**config.mk**
```make
export PLATFORM = sky130hd
export DESIGN_NAME = sc_mul_seq
export DESIGN_NICKNAME = d
export VERILOG_FILES = /design/src/rtl/sc_mul_pkg.sv /design/src/rtl/sc_mul_seq_dp.sv /design/src/rtl/sc_mul_seq.sv
export SDC_FILE = /design/constraint.sdc
export NUM_CORES = 1
export LEC_CHECK = 0
export ABC_AREA = 1
export ABC_CLOCK_PERIOD_IN_PS = 2410
export CORE_ASPECT_RATIO = 1.1
export CORE_UTILIZATION = 50
export CTS_CLUSTER_SIZE = 30
export DETAILED_ROUTE_END_ITERATION = 8
export GPL_ROUTABILITY_DRIVEN = 1
export PLACE_DENSITY = 0.72
export SLEW_MARGIN = 25
export SYNTH_ARGS = -nofsm -noshare
export SYNTH_HDL_FRONTEND = slang
export SYNTH_SLANG_ARGS = --single-unit
```
**constraint.sdc**
```tcl
create_clock -name SC_MulSEQ_CLOCK_50 -period 2.41 [get_ports SC_MulSEQ_CLOCK_50]
set_input_delay 0.482 -clock SC_MulSEQ_CLOCK_50 [delete_from_list [all_inputs] [get_ports SC_MulSEQ_CLOCK_50]]
set_output_delay 0.482 -clock SC_MulSEQ_CLOCK_50 [all_outputs]
set_load 0.05 [all_outputs]
```
**src/rtl/sc_mul_pkg.sv**
```systemverilog
`default_nettype none
// ============================================================================
// Module  : sc_mul_pkg
// Purpose : Shared definitions for the sequential shift-add multiplier:
//           default operand width and the controller state encoding.
// Ports   : none (package)
// Revision: 1.0 - initial release
// ============================================================================
package sc_mul_pkg;

  // Default operand/result width of the multiplier.
  localparam int unsigned SC_MUL_DATAWIDTH_DEFAULT = 32;

  // Controller state encoding.
  localparam logic [1:0] ST_IDLE = 2'b00;
  localparam logic [1:0] ST_RUN  = 2'b01;
  localparam logic [1:0] ST_DONE = 2'b10;

  typedef enum logic [1:0] {
    S_IDLE = ST_IDLE,
    S_RUN  = ST_RUN,
    S_DONE = ST_DONE
  } sc_mul_state_e;

endpackage : sc_mul_pkg
`default_nettype wire

```
**src/rtl/sc_mul_seq_dp.sv**
```systemverilog
`default_nettype none
// ============================================================================
// Module  : sc_mul_seq_dp
// Purpose : Shift-add multiplier datapath. Holds the double-width
//           accumulator, the zero-extended multiplicand shift register,
//           the multiplier shift register and the bit counter.
// Ports   : clk_i   - clock, rising edge
//           rst_i   - synchronous active-high reset
//           load_i  - capture operands, clear accumulator and counter
//           step_i  - process one multiplier bit
//           a_i     - multiplicand
//           b_i     - multiplier
//           prod_o  - accumulator value after the current bit is added
//           last_o  - the bit being processed this cycle is the final one
// Revision: 1.0 - initial release
// ============================================================================
module sc_mul_seq_dp #(
  parameter int unsigned DATAWIDTH_BUS = 32
) (
  input  logic                       clk_i,
  input  logic                       rst_i,
  input  logic                       load_i,
  input  logic                       step_i,
  input  logic [DATAWIDTH_BUS-1:0]   a_i,
  input  logic [DATAWIDTH_BUS-1:0]   b_i,
  output logic [2*DATAWIDTH_BUS-1:0] prod_o,
  output logic                       last_o
);

  localparam int unsigned CNTWIDTH = $clog2(DATAWIDTH_BUS) + 1;

  logic [2*DATAWIDTH_BUS-1:0] acc_q,   acc_d;
  logic [2*DATAWIDTH_BUS-1:0] mcand_q, mcand_d;
  logic [DATAWIDTH_BUS-1:0]   mplr_q,  mplr_d;
  logic [CNTWIDTH-1:0]        cnt_q,   cnt_d;
  logic [2*DATAWIDTH_BUS-1:0] sum_w;

  // Full double-width add so no carry is ever dropped.
  assign sum_w  = acc_q + (mplr_q[0] ? mcand_q : '0);
  assign prod_o = sum_w;
  assign last_o = (cnt_q == CNTWIDTH'(DATAWIDTH_BUS - 1));

  always_comb begin
    acc_d   = acc_q;
    mcand_d = mcand_q;
    mplr_d  = mplr_q;
    cnt_d   = cnt_q;
    if (load_i) begin
      acc_d   = '0;
      mcand_d = {{DATAWIDTH_BUS{1'b0}}, a_i};
      mplr_d  = b_i;
      cnt_d   = '0;
    end else if (step_i) begin
      acc_d   = sum_w;
      mcand_d = mcand_q << 1;
      mplr_d  = mplr_q >> 1;
      cnt_d   = cnt_q + CNTWIDTH'(1);
    end
  end

  always_ff @(posedge clk_i) begin
    if (rst_i) begin
      acc_q   <= '0;
      mcand_q <= '0;
      mplr_q  <= '0;
      cnt_q   <= '0;
    end else begin
      acc_q   <= acc_d;
      mcand_q <= mcand_d;
      mplr_q  <= mplr_d;
      cnt_q   <= cnt_d;
    end
  end

endmodule : sc_mul_seq_dp
`default_nettype wire

```
**src/rtl/sc_mul_seq.sv**
```systemverilog
`default_nettype none
// ============================================================================
// Module  : sc_mul_seq
// Purpose : Sequential unsigned shift-add multiplier, one multiplier bit per
//           clock, fixed latency. Result is the product mod 2^DATAWIDTH_BUS,
//           returned to a register bus with a one-cycle active-low load.
// Ports   : SC_MulSEQ_CLOCK_50      - clock, rising edge
//           SC_MulSEQ_RESET_InHigh  - synchronous active-high reset
//           SC_MulSEQ_start_InLow   - start request, active-low, level
//           SC_MulSEQ_dataA_InBus   - multiplicand
//           SC_MulSEQ_dataB_InBus   - multiplier
//           SC_MulSEQ_result_OutBus - low half of last completed product
//           SC_MulSEQ_load_OutLow   - active-low destination write strobe
//           SC_MulSEQ_busy_Out      - operation in progress
//           SC_MulSEQ_overflow_Out  - upper half of last product nonzero
// Revision: 1.0 - initial release
// ============================================================================
module sc_mul_seq
  import sc_mul_pkg::*;
#(
  parameter int unsigned DATAWIDTH_BUS = SC_MUL_DATAWIDTH_DEFAULT
) (
  input  logic                     SC_MulSEQ_CLOCK_50,
  input  logic                     SC_MulSEQ_RESET_InHigh,
  input  logic                     SC_MulSEQ_start_InLow,
  input  logic [DATAWIDTH_BUS-1:0] SC_MulSEQ_dataA_InBus,
  input  logic [DATAWIDTH_BUS-1:0] SC_MulSEQ_dataB_InBus,
  output logic [DATAWIDTH_BUS-1:0] SC_MulSEQ_result_OutBus,
  output logic                     SC_MulSEQ_load_OutLow,
  output logic                     SC_MulSEQ_busy_Out,
  output logic                     SC_MulSEQ_overflow_Out
);

  sc_mul_state_e              state_q, state_d;
  logic                       load_en_w;
  logic                       step_en_w;
  logic                       last_w;
  logic [2*DATAWIDTH_BUS-1:0] prod_w;
  logic [DATAWIDTH_BUS-1:0]   result_q;
  logic                       overflow_q;

  sc_mul_seq_dp #(
    .DATAWIDTH_BUS (DATAWIDTH_BUS)
  ) u_dp (
    .clk_i  (SC_MulSEQ_CLOCK_50),
    .rst_i  (SC_MulSEQ_RESET_InHigh),
    .load_i (load_en_w),
    .step_i (step_en_w),
    .a_i    (SC_MulSEQ_dataA_InBus),
    .b_i    (SC_MulSEQ_dataB_InBus),
    .prod_o (prod_w),
    .last_o (last_w)
  );

  // Next-state and datapath enables.
  always_comb begin
    state_d   = state_q;
    load_en_w = 1'b0;
    step_en_w = 1'b0;
    unique case (state_q)
      S_IDLE: begin
        if (!SC_MulSEQ_start_InLow) begin
          load_en_w = 1'b1;
          state_d   = S_RUN;
        end
      end
      S_RUN: begin
        step_en_w = 1'b1;
        if (last_w) begin
          state_d = S_DONE;
        end
      end
      S_DONE: begin
        state_d = S_IDLE;
      end
      default: begin
        state_d = S_IDLE;
      end
    endcase
  end

  always_ff @(posedge SC_MulSEQ_CLOCK_50) begin
    if (SC_MulSEQ_RESET_InHigh) begin
      state_q <= S_IDLE;
    end else begin
      state_q <= state_d;
    end
  end

  // Result registers only update on the final bit, so partial sums are
  // never visible and the last value holds until the next completion.
  always_ff @(posedge SC_MulSEQ_CLOCK_50) begin
    if (SC_MulSEQ_RESET_InHigh) begin
      result_q   <= '0;
      overflow_q <= 1'b0;
    end else if (step_en_w && last_w) begin
      result_q   <= prod_w[DATAWIDTH_BUS-1:0];
      overflow_q <= |prod_w[2*DATAWIDTH_BUS-1:DATAWIDTH_BUS];
    end
  end

  assign SC_MulSEQ_result_OutBus = result_q;
  assign SC_MulSEQ_overflow_Out  = overflow_q;
  assign SC_MulSEQ_load_OutLow   = (state_q != S_DONE);
  assign SC_MulSEQ_busy_Out      = (state_q == S_RUN) || (state_q == S_DONE);

endmodule : sc_mul_seq
`default_nettype wire

```
======== Word-level counts from Yosys, hierarchy flattened ========
Cells that the tools add are included.
cells by class
  add/subtract/negate cells ............... 2
  reduce and logical (&&, ||, !) cells .... 7
  equality and inequality tests ........... 6
  muxes and demuxes ....................... 11
operators by type and width
  operator                                                          count
  32-bit 2-to-1 mux                                                 4
  64-bit adder                                                      1
  64-bit 2-to-1 mux                                                 1
  32-bit OR reduction                                               1
  6-bit by 1-bit adder with 6-bit output (second input constant)    1
  6-bit by 5-bit == test with 1-bit output (second input constant)  1
  2-bit inequality test (second input constant)                     3
  2-bit 2-to-1 mux                                                  2
  2-bit case mux with 2 select lines                                1
  1-bit 2-to-1 mux                                                  3
  2-bit by 1-bit == test with 1-bit output (second input constant)  1
  2-bit == test (second input constant)                             1
  2-bit zero test                                                   1
  2-bit AND reduction                                               1
  2-bit nonzero test                                                1
  2-bit OR reduction                                                1
  1-bit logical AND                                                 1
  1-bit logical OR                                                  1
word-level totals
  input port bits ......................... 67
  output and inout port bits .............. 35
  flip-flop bits (word level) ............. 201
  logic and storage cells ................. 34

======== Depth between registers and ports, before layout ========
Gate-level depths: netlist of the first run.
  depth in word-level cells ............... 4
  mapped depth ............................ 24
  depth with buffers taken out ............ 22

======== By module ========
A second synthesis of the first run with hierarchy kept.
unflattened totals
  cell total of the unflattened synthesis .. 2447
  area total of the unflattened synthesis .. 14290.0 µm²
modules (own cells, without submodules)
  module         cells each  sequential area each (µm²)  instances  area each (µm²)
  sc_mul_seq_dp  2255        3323.2                      1          12882.4
  sc_mul_seq     192         700.7                       1          1407.6

======== Least setup slack after synthesis of the first run ========
Ideal clock, no wire load.
  kind .................................... reg-to-reg
  from .................................... register u_dp.mplr_q[0]
  to ...................................... register overflow_q, in the netlist SC_MulSEQ_overflow_Out
  required time ........................... 2.290 ns
  stages on the path, launching flop included .. 22
  data arrival time ....................... 2.405 ns
  setup slack ............................. -0.115 ns
  cells stage by stage .................... dfxtp_1 > clkbuf_1 > clkbuf_1 > nand2_1 > inv_1 > ha_1 > nand2_1 > inv_1 > a21oi_1 > nand2_2 > nand2_1 > nand2_2 > nand2_1 > nand2_1 > nand2_1 > nand3b_1 > nand2_1 > nand2_1 > nor2_1 > nand2_1 > nor2_1 > a21oi_1
between the ends
  longest elaborated chain between the ends .. 3
ends and longest elaborated chain
  item                    line                 RTL
  start, declared         sc_mul_seq_dp.sv:34  logic [DATAWIDTH_BUS-1:0] mplr_q, mplr_d;
  start signal, assigned  sc_mul_seq_dp.sv:70  mplr_q <= mplr_d;
  64-bit 2-to-1 mux       sc_mul_seq_dp.sv:39  assign sum_w = acc_q + (mplr_q[0] ? mcand_q : '0);
  64-bit adder            sc_mul_seq_dp.sv:39
  32-bit OR reduction     sc_mul_seq.sv:98     overflow_q <= |prod_w[2*DATAWIDTH_BUS-1:DATAWIDTH_BUS];
  end signal, assigned    sc_mul_seq.sv:98
  end, declared           sc_mul_seq.sv:40     logic overflow_q;
No other way between the ends.
A chain may end at the register's enable or synchronous reset.

======== Worst setup path after layout of the first run ========
Ends and elaborated chain as after synthesis.

==> results of run 1 <==
report_power, final:
group          switching [uW]  internal (uW)
clock                    1490           2010
combinational            1390           1080
sequential                235           3550
worst max-delay path, stage by stage (launching register included):
cell     delay, ns
dfxtp_4       0.39
buf_12        0.17
nand2_1       0.10
inv_1         0.07
ha_4          0.28
nand2_1       0.09
buf_4         0.14
nor2_1        0.08
buf_4         0.14
nand2_1       0.07
nor2_1        0.13
nand2_1       0.12
nand3_4       0.16
nand2_2       0.08
nand2_1       0.07
nand2_1       0.06
nand2_2       0.07
nand2_1       0.07
nor2_2        0.14
nand2_1       0.07
nor2_1        0.12
a21oi_1       0.07
through the flow:
stage	util (%)	power, uW	instance area (sq um)	setup WS, ns
2_1_floorplan	-	4890	14200	0.0480
3_3_place_gp	65.5	5800	18200	-0.726
3_5_place_dp	65.5	5850	18200	-0.657
4_1_cts	74.2	9630	20600	-0.361
5_1_grt	75.9	10100	21100	-0.582
6_report	75.9	9750	21100	-0.405
logic make-up (layout without fill, tap and decap cells):
family / Yosys count / count (layout) / share of synthesized area (%)
AND/OR/NAND/NOR: 1325 / 1325 / 37.5
buffers and inverters: 551 / 1004 / 14.6
XOR/XNOR: 31 / 31 / 1.92
flip-flops: 201 / 201 / 28.4
adder cells (fa/ha/maj): 69 / 69 / 6.15
AO/OA/AOI/OAI: 289 / 289 / 11.4
area by class of cell:
| class | instances | area, sq um |
|---|---|---|
| clock buffers | 32 | 619 |
| flip-flops and latches | 201 | 4030 |
| inverters | 470 | 1770 |
| repair buffers | 496 | 4150 |
| fillers | 2204 | 6690 |
| well taps | 363 | 454 |
| clock inverters | 6 | 98.8 |
| multi-input cells | 1714 | 9970 |
cell usage after synthesis, drive strengths merged:
| cell | instances |
|---|---|
| nand2 | 939 |
| inv | 469 |
| nor2 | 250 |
| dfxtp | 201 |
| o21ai | 103 |
| a21oi | 91 |
| nand3 | 79 |
| ha | 68 |
| clkbuf | 67 |
| a31oi | 60 |
| o211ai | 31 |
| xor2 | 30 |
| nand3b | 20 |
| nor3 | 18 |
| buf | 14 |
| nand4 | 10 |
| nor4 | 5 |
| o21bai | 4 |
| and2 | 2 |
| and3 | 1 |
| clkinv | 1 |
| fa | 1 |
| nor3b | 1 |
| xnor2 | 1 |
flip-flops by register name, indices dropped and copies added, names as in the netlist:
register,flops
SC_MulSEQ_overflow_Out,1
SC_MulSEQ_result_OutBus,32
state_q,2
u_dp.acc_q,64
u_dp.cnt_q,6
u_dp.mcand_q,64
u_dp.mplr_q,32
how the worst max path moves through the flow:
stage                    from                endpoint  cells past startpoint
2_1_floorplan  u_dp.mplr_q[0]  SC_MulSEQ_overflow_Out                     21
3_3_place_gp   u_dp.mplr_q[0]  SC_MulSEQ_overflow_Out                     19
3_5_place_dp   u_dp.mplr_q[0]  SC_MulSEQ_overflow_Out                     19
4_1_cts        u_dp.mplr_q[0]  SC_MulSEQ_overflow_Out                     21
5_1_grt        u_dp.mplr_q[0]  SC_MulSEQ_overflow_Out                     20
6_report       u_dp.mplr_q[0]  SC_MulSEQ_overflow_Out                     21
per-layer routing:
| layer | GRT usage [%] | vias to the layer above | wire length [um] |
|---|---|---|---|
| met5 | 0 | - | 0 |
| met4 | 18.7 | 0 | 2720 |
| met3 | 3.49 | 142 | 2370 |
| met2 | 65.5 | 517 | 26300 |
| met1 | 42.0 | 7803 | 22000 |
| li1 | - | 8387 | - |
timing repair:
action	in CTS	in global routing
cloned	2	0
gates resized for setup	337	156
setup buffers	15	6
endpoints found under the setup margin	63	83
pin swaps	47	16
==> run metrics, run 1 <==
dominant cells by area after synthesis=dfxtp_1 (28%), nand2_1 (25%), inv_1 (12%), nor2_1 (6.4%), ha_1 (6.0%); non-filler cells in the finished layout=3,282; gpl congestion=1.01; detailed-route wire length=53.4 mm; synthesized area=14,200 sq um; layout cells sized above 1=28.8%; CTS Sinks=201; antenna violations before repair=0; hold depth=2; cell count of the worst reg-to-reg path=21; largest net degree at the start of global routing=113; unrepaired setup endpoints after global routing=yes; Max Fclk=355 MHz; initial DRC count=1,181; final net count=3,042; Max Cap Viol=0; setup TNS=-10.56 ns; post-synthesis cell count=2,466; Worst R2R Setup Slack=-0.40 ns; Req. time, crit path=2.83 ns; synth warn=0; HP Class=in2reg; Max VDD drop=888 uV; synthesized area per cell=5.74 sq um; H-tree depth=1; row count=64; height of the die=178 um; commonest non-fill, non-tap cell in the layout=nand2_1; synthesized net count=2,602; Unique masters post-synth=33; Port Buffers=101; die area=29,000 sq um; via count=16.8k; crit-path max FO=17; P&R area growth vs syn=49.0%; Inserted Clock Buffers=23; Setup Skew=0.0182 ns; clock-pin slew of the registers on the worst-case setup and hold paths=0.06 ns; Ports=102; reg2reg start=u_dp.mplr_q[0]; Clock Path Buffers=3; Routed Antenna Nets=0; vias per cell=5.13; Core ar.=27,800 sq um; Starting Density=51.0%; CP arrival=3.23 ns; Leak Pwr=0.0114 uW; Yosys top cell by area=dfxtp_1; Final Hold Fails=0; CTS Root Buffer Type=clkbuf_16; worst skew pair latency=0.55 ns; CTS Hold Bufs=0; grt ovf=0; Final WS setup=-0.405 ns; CP Class=reg2reg; final setup violation count=58; DRC viols=0; min Tclk post-route=2.81 ns; failing checks=negative setup slack; first-pass GRT wire length=82.5 mm; Slew Limit Fails=0; Hold EP=u_dp.mplr_q[4]; transition time of the tightest slew-check pin=0.954 ns; most frequent cells in the layout=nand2_1 (764), inv_1 (423), buf_4 (374); TritonCTS clock tree=built; status=complete, but fails checks; estimated wirelength of the detail-placed design=39.3 mm; fin crit share=117%; Total Routing Usage GR=36.2%; worst flop-to-flop path endpoint=SC_MulSEQ_overflow_Out; Die X=162 um; Placed Instances=3,221; Pre-antenna DRT Iters=8; Worst Setup Start Kind=flop; post-DR wirelength/cell=16.3 um; Antenna diodes=0; Seq/Total Area, Yosys=28.4%; Hold Slack=0.253 ns; Hold Crit Start=SC_MulSEQ_RESET_InHigh; number of global-route vias before repair=16.2k; Slew HR=36.3%; Yosys top cell area share=28.4%; critical path capture point type=flop; synthesized flop and latch total=201; PwrDens=462 nW/um^2
(Power assumes the default switching activity.)
==> run 2: changes to the inputs <==
Settings changed: SETUP_SLACK_MARGIN set to 0.15.
==> run 2 against run 1 <==
The run still ends with negative setup slack left. Sequential power about the same. Combinational power down 5%. Power down 0.85%. Die area unchanged.
==> run metrics, run 2 (synthesis gave the netlist of run 1 again) <==
status=complete, but fails checks; failing checks=negative setup slack; H-tree depth=1 (unchanged); Clock Path Buffers=3 (unchanged); worst skew pair latency=0.54 ns (about the same); Hold Slack=0.401 ns (+0.148 ns); P&R area growth vs syn=44.1%; Inserted Clock Buffers=23 (unchanged); commonest non-fill, non-tap cell in the layout=nand2_1; Slew HR=43.9% (+7.6 points); antenna violations before repair=0 (unchanged); most frequent cells in the layout=nand2_1 (800), inv_1 (445), buf_4 (309); largest net degree at the start of global routing=99 (-12%); layout cells sized above 1=25.3% (-3.5 points); Final Hold Fails=0 (unchanged); Core ar.=27,800 sq um (unchanged); unrepaired setup endpoints after global routing=yes; Ports=102 (unchanged); setup TNS=-5.41 ns (+5.16 ns); Pre-antenna DRT Iters=5 (-3); HP Class=in2reg; Total Routing Usage GR=35.4% (-0.78 points); die area=29,000 sq um (unchanged); Max VDD drop=578 uV (-35%); Hold Crit Start=SC_MulSEQ_RESET_InHigh; Post-Place Cell Area=18,500 sq um (+1.8%); post-DR wirelength/cell=16.1 um (-0.95%); filler cell count=2,365 (+7.3%); initial DRC count=1,141 (-3.4%); estimated wirelength of the detail-placed design=39.9 mm (+1.6%); Slew Limit Fails=0 (unchanged); Max Fclk=358 MHz (+0.66%); crit-path max FO=17 (unchanged); Antenna diodes=0 (unchanged); largest registers=u_dp.acc_q x64, u_dp.mcand_q x64; final setup violation count=48 (-17%); height of the die=178 um (unchanged); min Tclk post-route=2.80 ns (-0.0185 ns); gpl congestion=1.11 (+9.9%); CP Class=reg2reg; via count=16.4k (-2.6%); grt ovf=0 (unchanged); Starting Density=51.0% (unchanged); total power=9660 uW (-0.85%); critical path capture point type=flop; reg2reg start=u_dp.mplr_q[0]; number of global-route vias before repair=15.8k (-2.7%); Worst Setup Start Kind=flop; fin crit share=116% (-0.77 points); Req. time, crit path=2.83 ns (about the same); CP arrival=3.22 ns (about the same); clock-pin slew of the registers on the worst-case setup and hold paths=0.06 ns (about the same); Port Buffers=101 (unchanged); TritonCTS clock tree=built; row count=64 (unchanged); first-pass GRT wire length=79.9 mm (-3.1%); final net count=2,966 (-2.5%); Leak Pwr=0.0109 uW (-4.7%); Design Area, Final=20,400 sq um (-3.3%); DRC viols=0 (unchanged); Max Cap Viol=0 (unchanged); Routed Antenna Nets=0 (unchanged); CTS Sinks=201 (unchanged); detailed-route wire length=51.7 mm (-3.2%); Setup Skew=0.0154 ns (-0.00280 ns); PwrDens=474 nW/um^2 (+2.5%); Worst setup startpoint=u_dp.mplr_q[0]; Final WS setup=-0.386 ns (+0.0185 ns); CTS Root Buffer Type=clkbuf_16; Die X=162 um (unchanged); vias per cell=5.12 (-0.29%); transition time of the tightest slew-check pin=0.840 ns (-0.114 ns)
## run 2: cell count changes in the layout (fill, tap and decap cells not counted), moves of 10 or more
cell / before / now
o21ai_1: 27 / 12
o21ai_0: 75 / 90
buf_6: 12 / 2
nand2_1: 764 / 800
buf_4: 374 / 309
nand2_2: 150 / 128
inv_1: 423 / 445
nand2_4: 25 / 11
inv_2: 46 / 23
## run 2: final timing paths
path	endpoint	slack, ns	depth (start not counted)
worst max-delay path	SC_MulSEQ_overflow_Out	-0.39	21
worst max register to register	SC_MulSEQ_overflow_Out	-0.39	21
worst min register to register	u_dp.mcand_q[63]	0.47	2
worst min-delay path	state_q[1]	0.40	2
## run 2: critical path: stages (launching register included)
cell	delay (ns)
dfxtp_4	0.37
buf_12	0.15
buf_12	0.15
nand2_1	0.08
inv_1	0.06
ha_4	0.28
buf_4	0.11
nand2_2	0.06
buf_4	0.16
nor2_4	0.13
nand2_4	0.08
buf_4	0.14
nor4_4	0.15
a21oi_2	0.09
nand2_1	0.07
nand2_1	0.06
nand2_2	0.07
nand2_2	0.09
nor2_2	0.11
nand2_1	0.06
nor2_1	0.11
a21oi_1	0.06
## run 2: timing repair
item,CTS,global route
gates resized for setup,184,112
setup endpoints to repair,74,87
setup buffers,11,4
pin swaps,30,26
hold buffers,0,0
## run 2: where the power goes
part | internal (uW) | leakage [uW] | switching (uW)
clock network | 2070 | 0.000360 | 1450
logic | 1040 | 0.00885 | 1310
registers | 3550 | 0.00164 | 246
total | 6660 | 0.0109 | 3010
## run 2: area by class of cell
| type | instances | area [sq um] | share of cell area (%) |
|---|---|---|---|
| clock buffer | 33 | 643 | 3.15 |
| clock inverter | 5 | 93.8 | 0.460 |
| inverter | 470 | 1770 | 8.68 |
| multi-input combinational | 1714 | 9900 | 48.5 |
| sequential | 201 | 4030 | 19.7 |
| tap | 363 | 454 | 2.23 |
| timing repair buffer | 420 | 3510 | 17.2 |
## run 2: metrics by stage
step                      std cells  utilization [%]  worst slack, ns
after floorplan                2466                -            0.153
final                          3206             73.4           -0.386
after global routing           3206             73.4           -0.560
after CTS                      3202             71.8           -0.313
after detailed placement       3153             66.7           -0.574
after global placement         3153             66.7           -0.602
## run 2: per-layer routing
layer | track usage (%) | part of all wire, % | vias to the layer above
li1 | - | - | 8245
met1 | 39.7 | 40 | 7520
met2 | 64.5 | 49 | 505
met3 | 3.53 | 4.4 | 141
met4 | 21.3 | 6.3 | 0
met5 | 0 | 0 | -
==> run 3: changes to the inputs <==
Settings changed: ABC_CLOCK_PERIOD_IN_PS 2410 to 2450, TNS_END_PERCENT set to 5.
Clock period 2.41 ns to 2.45 ns, I/O delays scaled along.
==> run 3 against run 2 <==
The flow still finishes with violations (negative setup slack). Largest power group is now clock. Die area unchanged. Core utilization up 3.7 points. Combinational power up 8%. First-iteration DRC count down 1.1%. Worst hold slack better by 0.045 ns. Power up 4.2%. Maximum frequency down 2.8%.
==> run metrics, run 3 (synthesis gave the netlist of run 1 again) <==
status=complete, but fails checks; failing checks=negative setup slack; Buf+Inv Stages, Crit Path=4 (-2); via count=16.8k (+2.6%); Finished Core Util=77.1% (+3.7 points); transition time of the tightest slew-check pin=0.728 ns (-0.113 ns); most frequent cells in the layout=nand2_1 (720), inv_1 (424), buf_4 (330); P&R area growth vs syn=51.3%; first-pass GRT wire length=79.4 mm (-0.62%); estimated wirelength of the detail-placed design=38.8 mm (-2.9%); row count=64 (unchanged); final setup violation count=61 (+27%); CP arrival=3.31 ns (+0.09 ns); Critical-path top delay cell=dfxtp_4; crit-path cells=buf_6 -> clkbuf_16 -> nand2_1 -> inv_1 -> ha_4 -> nand2_2 -> buf_4 -> nor2_2 -> nand3_1 -> nand3_4 -> nand2_2 -> nand2_2 -> nand2_2 -> nand3_2 -> nand2_2 -> nand2_2 -> nand2_1 -> nor2_1 -> nand2_2 -> nor2_2 -> a21oi_2; Max VDD drop=611 uV (+5.7%); Ports=102 (unchanged); grt ovf=0 (unchanged); Slew HR=51.4% (+7.5 points); Worst Setup Start Kind=flop; commonest non-fill, non-tap cell in the layout=nand2_1; initial DRC count=1,128 (-1.1%); Starting Density=51.0% (unchanged); Setup Skew=0.0272 ns (+0.0118 ns); CTS Sinks=201 (unchanged); die area=29,000 sq um (unchanged); Post-Place Cell Area=18,300 sq um (-1.1%); most used cell, CP=nand2_2; gpl congestion=1.01 (-8.6%); final net count=3,010 (+1.5%); DRC viols=0 (unchanged); Max Fclk=348 MHz (-2.8%); Pre-antenna DRT Iters=7 (+2); Core ar.=27,800 sq um (unchanged); min Tclk post-route=2.88 ns (+0.0802 ns); Inserted Clock Buffers=24 (+4.3%); TritonCTS clock tree=built; CTS Hold Bufs=0 (unchanged); Final WS setup=-0.426 ns (-0.0402 ns); Die X=162 um (unchanged); layout cells sized above 1=30.6% (+5.3 points); largest net degree at the start of global routing=150 (+52%); Leak Pwr=0.0116 uW (+6.5%); Req. time, crit path=2.89 ns (+0.06 ns); largest registers=u_dp.acc_q x64, u_dp.mcand_q x64; worst skew pair latency=0.56 ns (+0.02 ns); Slew Limit Fails=0 (unchanged); PwrDens=470 nW/um^2 (-0.73%); fin crit share=117% (+1.4 points); crit-path leading delay family=simple AND/OR/NAND/NOR gates; crit-path max FO=8 (-9); Final Hold Fails=0 (unchanged); DR top layer=met4; setup TNS=-11.03 ns (-5.62 ns); metal2 WL=26.6 mm (+4.6%); critical path's largest stage delay=0.37 ns (about the same); HP Class=in2reg; post-DR wirelength/cell=16.6 um (+3.1%); Hold Crit Start=SC_MulSEQ_RESET_InHigh; Design Area, Final=21,400 sq um (+5.0%); detailed-route wire length=54.1 mm (+4.7%); CP Class=reg2reg; height of the die=178 um (unchanged); Worst setup startpoint=u_dp.mplr_q[0]; CTS Root Buffer Type=clkbuf_16; met1 WL=21.4 mm (+3.0%); clock-pin slew of the registers on the worst-case setup and hold paths=0.07 ns (about the same); Clock Path Buffers=3 (unchanged); vias per cell=5.17 (+1.0%); number of global-route vias before repair=15.7k (-0.29%); critical path capture point type=flop; Routed Antenna Nets=0 (unchanged); Port Buffers=101 (unchanged); Antenna diodes=0 (unchanged); antenna violations before repair=0 (unchanged); unrepaired setup endpoints after global routing=yes; Total Routing Usage GR=34.7% (-0.66 points); met3 WL=2.78 mm (+23%); Max Cap Viol=0 (unchanged); reg2reg start=u_dp.mplr_q[0]; H-tree depth=1 (unchanged)
run 3: repair_timing:
item	in CTS	in global routing
cloned	1	5
pin swaps	18	155
gates resized for setup	117	411
buffers inserted	2	38
endpoints found under the setup margin	81	89
run 3: where the power goes:
group	internal, uW	switching [uW]	total (uW)	leakage (uW)
logic	1110	1420	2530	0.00951
clock network	2230	1590	3820	0.000410
registers	3490	232	3720	0.00164
run 3: worst register-to-register path, delay by kind of cell, from the launching register on:
kind	cells	cell delay [ns]
AO/OA/AOI/OAI	1	0.06
flip-flops	1	0.37
buffers and inverters	4	0.48
AND/OR/NAND/NOR	15	1.54
adder cells (fa/ha/maj)	1	0.29
run 3: per-stage QoR:
stage / power [uW] / hold WS, ns / setup WS (ns) / instances
floorplan: 4930 / 0.441 / 0.150 / 2466
global placement: 5800 / 0.449 / -0.868 / 3165
detailed placement: 5850 / 0.455 / -0.821 / 3165
CTS: 9740 / 0.426 / -0.367 / 3212
global route: 10500 / 0.469 / -0.543 / 3255
finish: 10100 / 0.446 / -0.426 / 3255
run 3: layer usage:
layer / vias to the layer above / track usage, %
met2: 555 / 62.9
met3: 177 / 3.74
met4: 0 / 18.6
met5: - / 0
met1: 7770 / 39.9
li1: 8329 / -
run 3: cell type report:
cell class              instances  area (sq um)
clock buffers                  27           642
clock inverters                17           205
fillers                      2207          6360
inverters                     470          1780
multi-input cells            1714         10300
flip-flops and latches        201          4030
well taps                     363           454
repair buffers                463          3990
run 3: final timing paths:
kind	slack (ns)	end	cells after the start
worst min register to register	0.47	u_dp.mplr_q[31]	2
worst max-delay path	-0.43	SC_MulSEQ_overflow_Out	21
worst max register to register	-0.43	SC_MulSEQ_overflow_Out	21
worst min-delay path	0.45	state_q[1]	3
